<file path="config.mk">
export PLATFORM = sky130hd
export DESIGN_NAME = mo_line_buffer
export DESIGN_NICKNAME = d
export VERILOG_FILES = /design/src/rtl/video_pkg.sv /design/src/rtl/mo_lb_ram.sv /design/src/rtl/mo_line_buffer.sv
export SDC_FILE = /design/constraint.sdc
export NUM_CORES = 2
export LEC_CHECK = 0
export ABC_AREA = 1
export CAP_MARGIN = 25
export CORE_ASPECT_RATIO = 0.75
export CORE_MARGIN = 2
export CORE_UTILIZATION = 55
export CTS_BUF_LIST = sky130_fd_sc_hd__clkbuf_8
export DETAILED_ROUTE_END_ITERATION = 10
export PLACE_DENSITY_LB_ADDON = 0.2
export REMOVE_ABC_BUFFERS = 1
export SLEW_MARGIN = 20
export SYNTH_ARGS = -nofsm -noshare
export SYNTH_HDL_FRONTEND = slang
export SYNTH_SLANG_ARGS = --single-unit
export TNS_END_PERCENT = 5
</file>
<file path="constraint.sdc">
create_clock -name clk -period 18.9 [get_ports clk]
set_input_delay 3.78 -clock clk [delete_from_list [all_inputs] [get_ports clk]]
set_output_delay 3.78 -clock clk [all_outputs]
set_load 0.05 [all_outputs]
</file>
<file path="src/rtl/video_pkg.sv">
// Shared constants for the motion-object line buffer slice.
// Widths, transparent pixel code and buffer-select encoding.
package video_pkg;

  localparam int LB_XW = 8;
  localparam int LB_PW = 4;

  localparam logic [LB_PW-1:0] MO_TRANSPARENT = '0;

  localparam logic SEL_BUF0 = 1'b0;
  localparam logic SEL_BUF1 = 1'b1;

endpackage

</file>
<file path="src/rtl/mo_lb_ram.sv">
// 2^XW x PW simple dual-port RAM, registered read (read-first).
// Ports: clk; write we/wa/wd; read re/ra -> rd (one clk later).
module mo_lb_ram #(
  parameter int XW = 8,
  parameter int PW = 4
) (
  input  logic          clk,
  input  logic          we,
  input  logic [XW-1:0] wa,
  input  logic [PW-1:0] wd,
  input  logic          re,
  input  logic [XW-1:0] ra,
  output logic [PW-1:0] rd
);

  logic [PW-1:0] mem [2**XW];

  always_ff @(posedge clk) begin
    if (we) mem[wa] <= wd;
    if (re) rd <= mem[ra];
  end

endmodule

</file>
<file path="src/rtl/mo_line_buffer.sv">
// Ping-pong motion-object line buffer feeding the colour memory.
// Ports: clk, reset, ce5, line_start, rd_x, wr_en/wr_x/wr_pix -> MV, init_busy.
module mo_line_buffer
  import video_pkg::*;
#(
  parameter int XW = LB_XW,
  parameter int PW = LB_PW
) (
  input  logic          clk,
  input  logic          reset,
  input  logic          ce5,
  input  logic          line_start,
  input  logic [XW-1:0] rd_x,
  input  logic          wr_en,
  input  logic [XW-1:0] wr_x,
  input  logic [PW-1:0] wr_pix,
  output logic [PW-1:0] MV,
  output logic          init_busy
);

  logic          sel;
  logic [XW-1:0] cnt;

  logic          rv;
  logic          rfresh;
  logic          rtag;
  logic [XW-1:0] ra;
  logic [PW-1:0] rhold;

  logic          s1v;
  logic          s1tag;
  logic [XW-1:0] s1x;
  logic [PW-1:0] s1pix;
  logic          s1fwd;
  logic [PW-1:0] s1fpix;

  logic [PW-1:0] q   [2];
  logic [1:0]    re;
  logic [XW-1:0] rda [2];
  logic [1:0]    we;
  logic [XW-1:0] wa  [2];
  logic [PW-1:0] wd  [2];

  logic          rd_go;
  logic          wr_go;
  logic          clr_go;
  logic          s1_wr;
  logic          fwd_hit;
  logic [PW-1:0] s1old;
  logic [PW-1:0] rdata;

  assign rd_go  = ce5 & ~init_busy;
  assign wr_go  = wr_en & ~init_busy;
  assign clr_go = rd_go & rv;

  assign s1old  = s1fwd ? s1fpix : q[s1tag];
  assign s1_wr  = s1v && (s1pix != MO_TRANSPARENT)
               && (s1old == MO_TRANSPARENT);

  assign fwd_hit = s1_wr && (s1x == wr_x) && (s1tag == ~sel);

  // Read data is only on the RAM port the clk after the read;
  // later a fill read may overwrite it, so it is parked in rhold.
  assign rdata = rfresh ? q[rtag] : rhold;

  always_comb begin
    for (int b = 0; b < 2; b++) begin
      re[b]  = 1'b0;
      rda[b] = rd_x;
      we[b]  = 1'b0;
      wa[b]  = cnt;
      wd[b]  = MO_TRANSPARENT;
      if (rd_go && sel == 1'(b)) begin
        re[b]  = 1'b1;
        rda[b] = rd_x;
      end else if (wr_go && sel != 1'(b)) begin
        re[b]  = 1'b1;
        rda[b] = wr_x;
      end
      // Fill write wins over a late clear landing in the same buffer.
      if (init_busy) begin
        we[b] = 1'b1;
        wa[b] = cnt;
        wd[b] = MO_TRANSPARENT;
      end else if (s1_wr && s1tag == 1'(b)) begin
        we[b] = 1'b1;
        wa[b] = s1x;
        wd[b] = s1pix;
      end else if (clr_go && rtag == 1'(b)) begin
        we[b] = 1'b1;
        wa[b] = ra;
        wd[b] = MO_TRANSPARENT;
      end
    end
  end

  for (genvar g = 0; g < 2; g++) begin : g_ram
    mo_lb_ram #(
      .XW(XW),
      .PW(PW)
    ) u_ram (
      .clk(clk),
      .we (we[g]),
      .wa (wa[g]),
      .wd (wd[g]),
      .re (re[g]),
      .ra (rda[g]),
      .rd (q[g])
    );
  end

  always_ff @(posedge clk) begin
    if (reset) begin
      sel       <= SEL_BUF0;
      MV        <= MO_TRANSPARENT;
      init_busy <= 1'b1;
      cnt       <= '0;
      rv        <= 1'b0;
      rfresh    <= 1'b0;
      rtag      <= SEL_BUF0;
      ra        <= '0;
      rhold     <= MO_TRANSPARENT;
      s1v       <= 1'b0;
      s1tag     <= SEL_BUF0;
      s1x       <= '0;
      s1pix     <= MO_TRANSPARENT;
      s1fwd     <= 1'b0;
      s1fpix    <= MO_TRANSPARENT;
    end else begin
      if (init_busy) begin
        cnt <= cnt + XW'(1);
        if (cnt == '1) init_busy <= 1'b0;
      end
      if (line_start && !init_busy) sel <= ~sel;

      rfresh <= rd_go;
      if (rfresh) rhold <= q[rtag];

      if (rd_go) begin
        MV   <= rv ? rdata : MO_TRANSPARENT;
        rv   <= 1'b1;
        ra   <= rd_x;
        rtag <= sel;
      end

      s1v <= wr_go;
      if (wr_go) begin
        s1tag  <= ~sel;
        s1x    <= wr_x;
        s1pix  <= wr_pix;
        s1fwd  <= fwd_hit;
        s1fpix <= s1pix;
      end
    end
  end

endmodule

</file>
==> flow_summary.toml <==
[outcome]
outcome = "completed"

[global_routing]
grt_pass1_vias = 59800
grt_max_degree = 222
antenna_found_initial = 12
grt_use_total_pct = 28.5
grt_pass1_wl_um = 372000
grt_use_met1_pct = 43.0
gr-total-overflow = 0
grt_use_met3_pct = 8.08
grt_busiest_layer = "met1"
use_met2_pct = 40.1

[worst_setup_path]
slowest_delay_ps = 1060
worstSetupPathType = "input port to register"
path_cells = "clkdlybuf4s50_1, nand3_2, nand2_2, buf_4, nand2_8, inv_4, buf_4, nand2_1, nand2_1, nand2_1, nand3_1, nand3_1, nand3_1, nand3_1, nand3_1, nand3_1, nand2_1"
critPathTopFamily = "buffers and inverters"
cp_data_required_time_ps = 19790
slowest_stage = "inv_4"
cp-start-kind = "input port"
end_kind = "register"
path_max_fanout = 157
cpMostUsedCell = "nand3_1"
arrival_ps = 9210
timing.critical_path.buf_inv = 4

[timing]
setup_violations = 0
layout_setup_ws_ps = 10580
timing.final.hold_violations = 0
report.final.slew_viol_count = 0
max_freq_ghz = 0.120
max-slew-margin-rel_pct = 22.8
min_period_over_period_pct = 44.0
rsz0062_at_grt = "false"
fin_skew_ps = 58.5
fin_crit_ps = 8320
tightest_slew_ps = 1160

[logic_synthesis]
yosysSeqAreaShare_pct = 67.9
synthCells = 8686
postSynthAreaPerCell_um2 = 10.6
yosys.cell_types.count = 38
synth_ff_type = "edfxtp_1"
synth_edf_count = 2056
ys_ff_latch = 2104
synth_warnings = 0
async_flop_share_pct = 0
syn-cell-area_um2 = 92400

[placement]
gp_congestion = 0.901
place_hpwl_um = 140000
post-place-ws_ps = 9710
port_buffers = 29
placedCellCount = 10500
place_area_um2 = 94000

[drt]
detail_route.vias_per_cell = 5.75
wl_um = 249000
wire_per_inst_um = 22.4
route.detailed.drc = 0
vias = 63800
postRouteAntennaNets = 0
drt_iter0_markers = 9005
dr.pass1.iters = 6

[worst_hold_path]
hp-class = "register to register"

[clock_network]
cts_buffers = 336
cts_tree = "done"
clkSlewWorstSetupHoldPaths_ps = 60
h-tree-depth = 5
cts_resized = 0
cts.sinks = 2104
post_cts_buffers = 0
clk_path_buf_depth = 4
hold_buffers = 0
clock_latency_ps = 1050
cts_root_buf = "clkbuf_8"

[final_layout]
syn2layout_area_growth_pct = 8.32
final_cells = 11100
fin_nets = 8633
drive_gt1_share_pct = 7.19
nFillCells = 13800
design_area_um2 = 100000

[power_and_ir_drop]
ir_drop_mv = 0.0671
power_density_nw_per_um2 = 91.0
power.leakage_uw = 0.0394

[die]
core_um2 = 167000
die_x_um = 477
rows = 130
die_area_um2 = 171000
ios = 30
die_h_um = 359
start_util_pct = 55.2

[job]
drv_cap = 0
stage by stage:
step / hold WS (ps) / TNS, ps / power, uW / utilization (%)
6_report: 476 / 0 / 9100 / 59.8
5_1_grt: 511 / 0 / 9370 / 59.8
4_1_cts: 481 / 0 / 9130 / 59.8
3_5_place_dp: 469 / 0 / 5610 / 56.2
3_3_place_gp: 457 / 0 / 5600 / 56.2
2_1_floorplan: 439 / -21510 / 5520 / -
path summary, 6_finish.rpt:
check | start | to | slack, ps | cells past startpoint
max reg2reg | init_busy$_SDFF_PP1_ | g_ram[0].u_ram.rd[2]$_DFFE_PP_ | 12700 | 18
max | wr_en | g_ram[0].u_ram.rd[2]$_DFFE_PP_ | 10580 | 17
min | MV[2]$_SDFFE_PP0N_ | MV[2]$_SDFFE_PP0N_ | 480 | 2
min reg2reg | MV[2]$_SDFFE_PP0N_ | MV[2]$_SDFFE_PP0N_ | 480 | 2
cells in the mapped netlist, types with 3 or more instances:
library cell  instances  area share [%]
nand2_4               8           0.098
nor2_2                5           0.034
a21oi_2               3           0.028
nor3_1               14           0.076
buf_4                21            0.17
o211ai_1            312             2.5
nand2_2              26            0.18
nand3_4              16            0.30
o21ai_2               4           0.038
dfxtp_1              48             1.0
buf_6                22            0.27
inv_2                11           0.045
a21oi_1              34            0.18
nand3b_1            108            0.88
nand3_2              17            0.18
buf_2               216             1.2
nand2_1            2338             9.5
nand3_1            1352             7.3
inv_4                 4           0.027
edfxtp_1           2056              67
nor2_4               19            0.23
or2_1                 4           0.027
inv_1              1008             4.1
o21ai_1              19            0.10
nand4_1               4           0.027
o21ai_0             174            0.94
nor2_8                9            0.20
buf_1                59            0.24
clkbuf_1            215            0.87
nor2_1              547             2.2
cell usage in the layout, fill, tap and decap left out, types with 8 or more instances in the layout:
cell type,netlist,final
a21oi_1,34,34
buf_12,0,13
buf_4,21,66
clkbuf_8,0,347
clkdlybuf4s50_1,0,29
clkinv_1,1,74
clkinv_2,0,38
dfxtp_1,48,48
edfxtp_1,2056,2056
inv_1,1008,1114
inv_2,11,9
nand2_1,2338,2334
nand2_2,26,27
nand2_4,8,10
nand3_1,1352,1348
nand3_2,17,21
nand3_4,16,16
nand3b_1,108,108
nor2_1,547,546
nor2_4,19,20
nor2_8,9,9
nor3_2,0,8
o211ai_1,312,312
o21ai_0,174,169
o21ai_1,19,16
o21ai_4,0,8
routing by layer:
layer / wire length [um] / vias up
met5: 21 / -
met4: 6840 / 4
met1: 107000 / 30600
met3: 30600 / 510
met2: 104000 / 3417
li1: - / 29300
sequential cells by signal (all words and copies together) (netlist names), 4 cells and up:
signal and cells:
g_ram.u_ram.mem 2048, cnt 8, g_ram.u_ram.rd 8, ra 8
s1x 8, MV 4, rhold 4, s1fpix 4
s1pix 4
where the power goes:
group	switching (uW)	internal [uW]	total [uW]
Combinational	354	118	472
Sequential	1.99	5050	5050
Clock	1790	1790	3580
final cells by class:
| type | count | area (um2) | share of cell area, % |
|---|---|---|---|
| sequential | 2104 | 62700 | 62.7 |
| multi-input combinational | 5025 | 23500 | 23.5 |
| clock buffer | 347 | 4780 | 4.77 |
| inverter | 1024 | 3870 | 3.87 |
| tap | 2244 | 2810 | 2.81 |
| timing repair buffer | 116 | 1250 | 1.25 |
| clock inverter | 234 | 1140 | 1.14 |
| antenna | 7 | 17.5 | 0.0175 |
tightest hold or removal path: stages (launching register included):
cell	delay, ps
dfxtp_1	310
nand2_1	60
a21oi_1	60
cell families (layout without fill, tap and decap cells):
| kind of cell | count (synthesis) | in the layout | share of synthesized area [%] |
|---|---|---|---|
| DFF | 2104 | 2104 | 67.9 |
| xor gates and xnor gates | 4 | 4 | 0.0379 |
| other | 0 | 7 | 0 |
| AOI/OAI and AO/OA | 551 | 551 | 3.87 |
| and+or+nand+nor | 4469 | 4469 | 21.3 |
| adders and majority gates | 1 | 1 | 0.0135 |
| buffers and inverters | 1557 | 1721 | 6.90 |
Note: power is estimated with default switching activity, not from simulation.
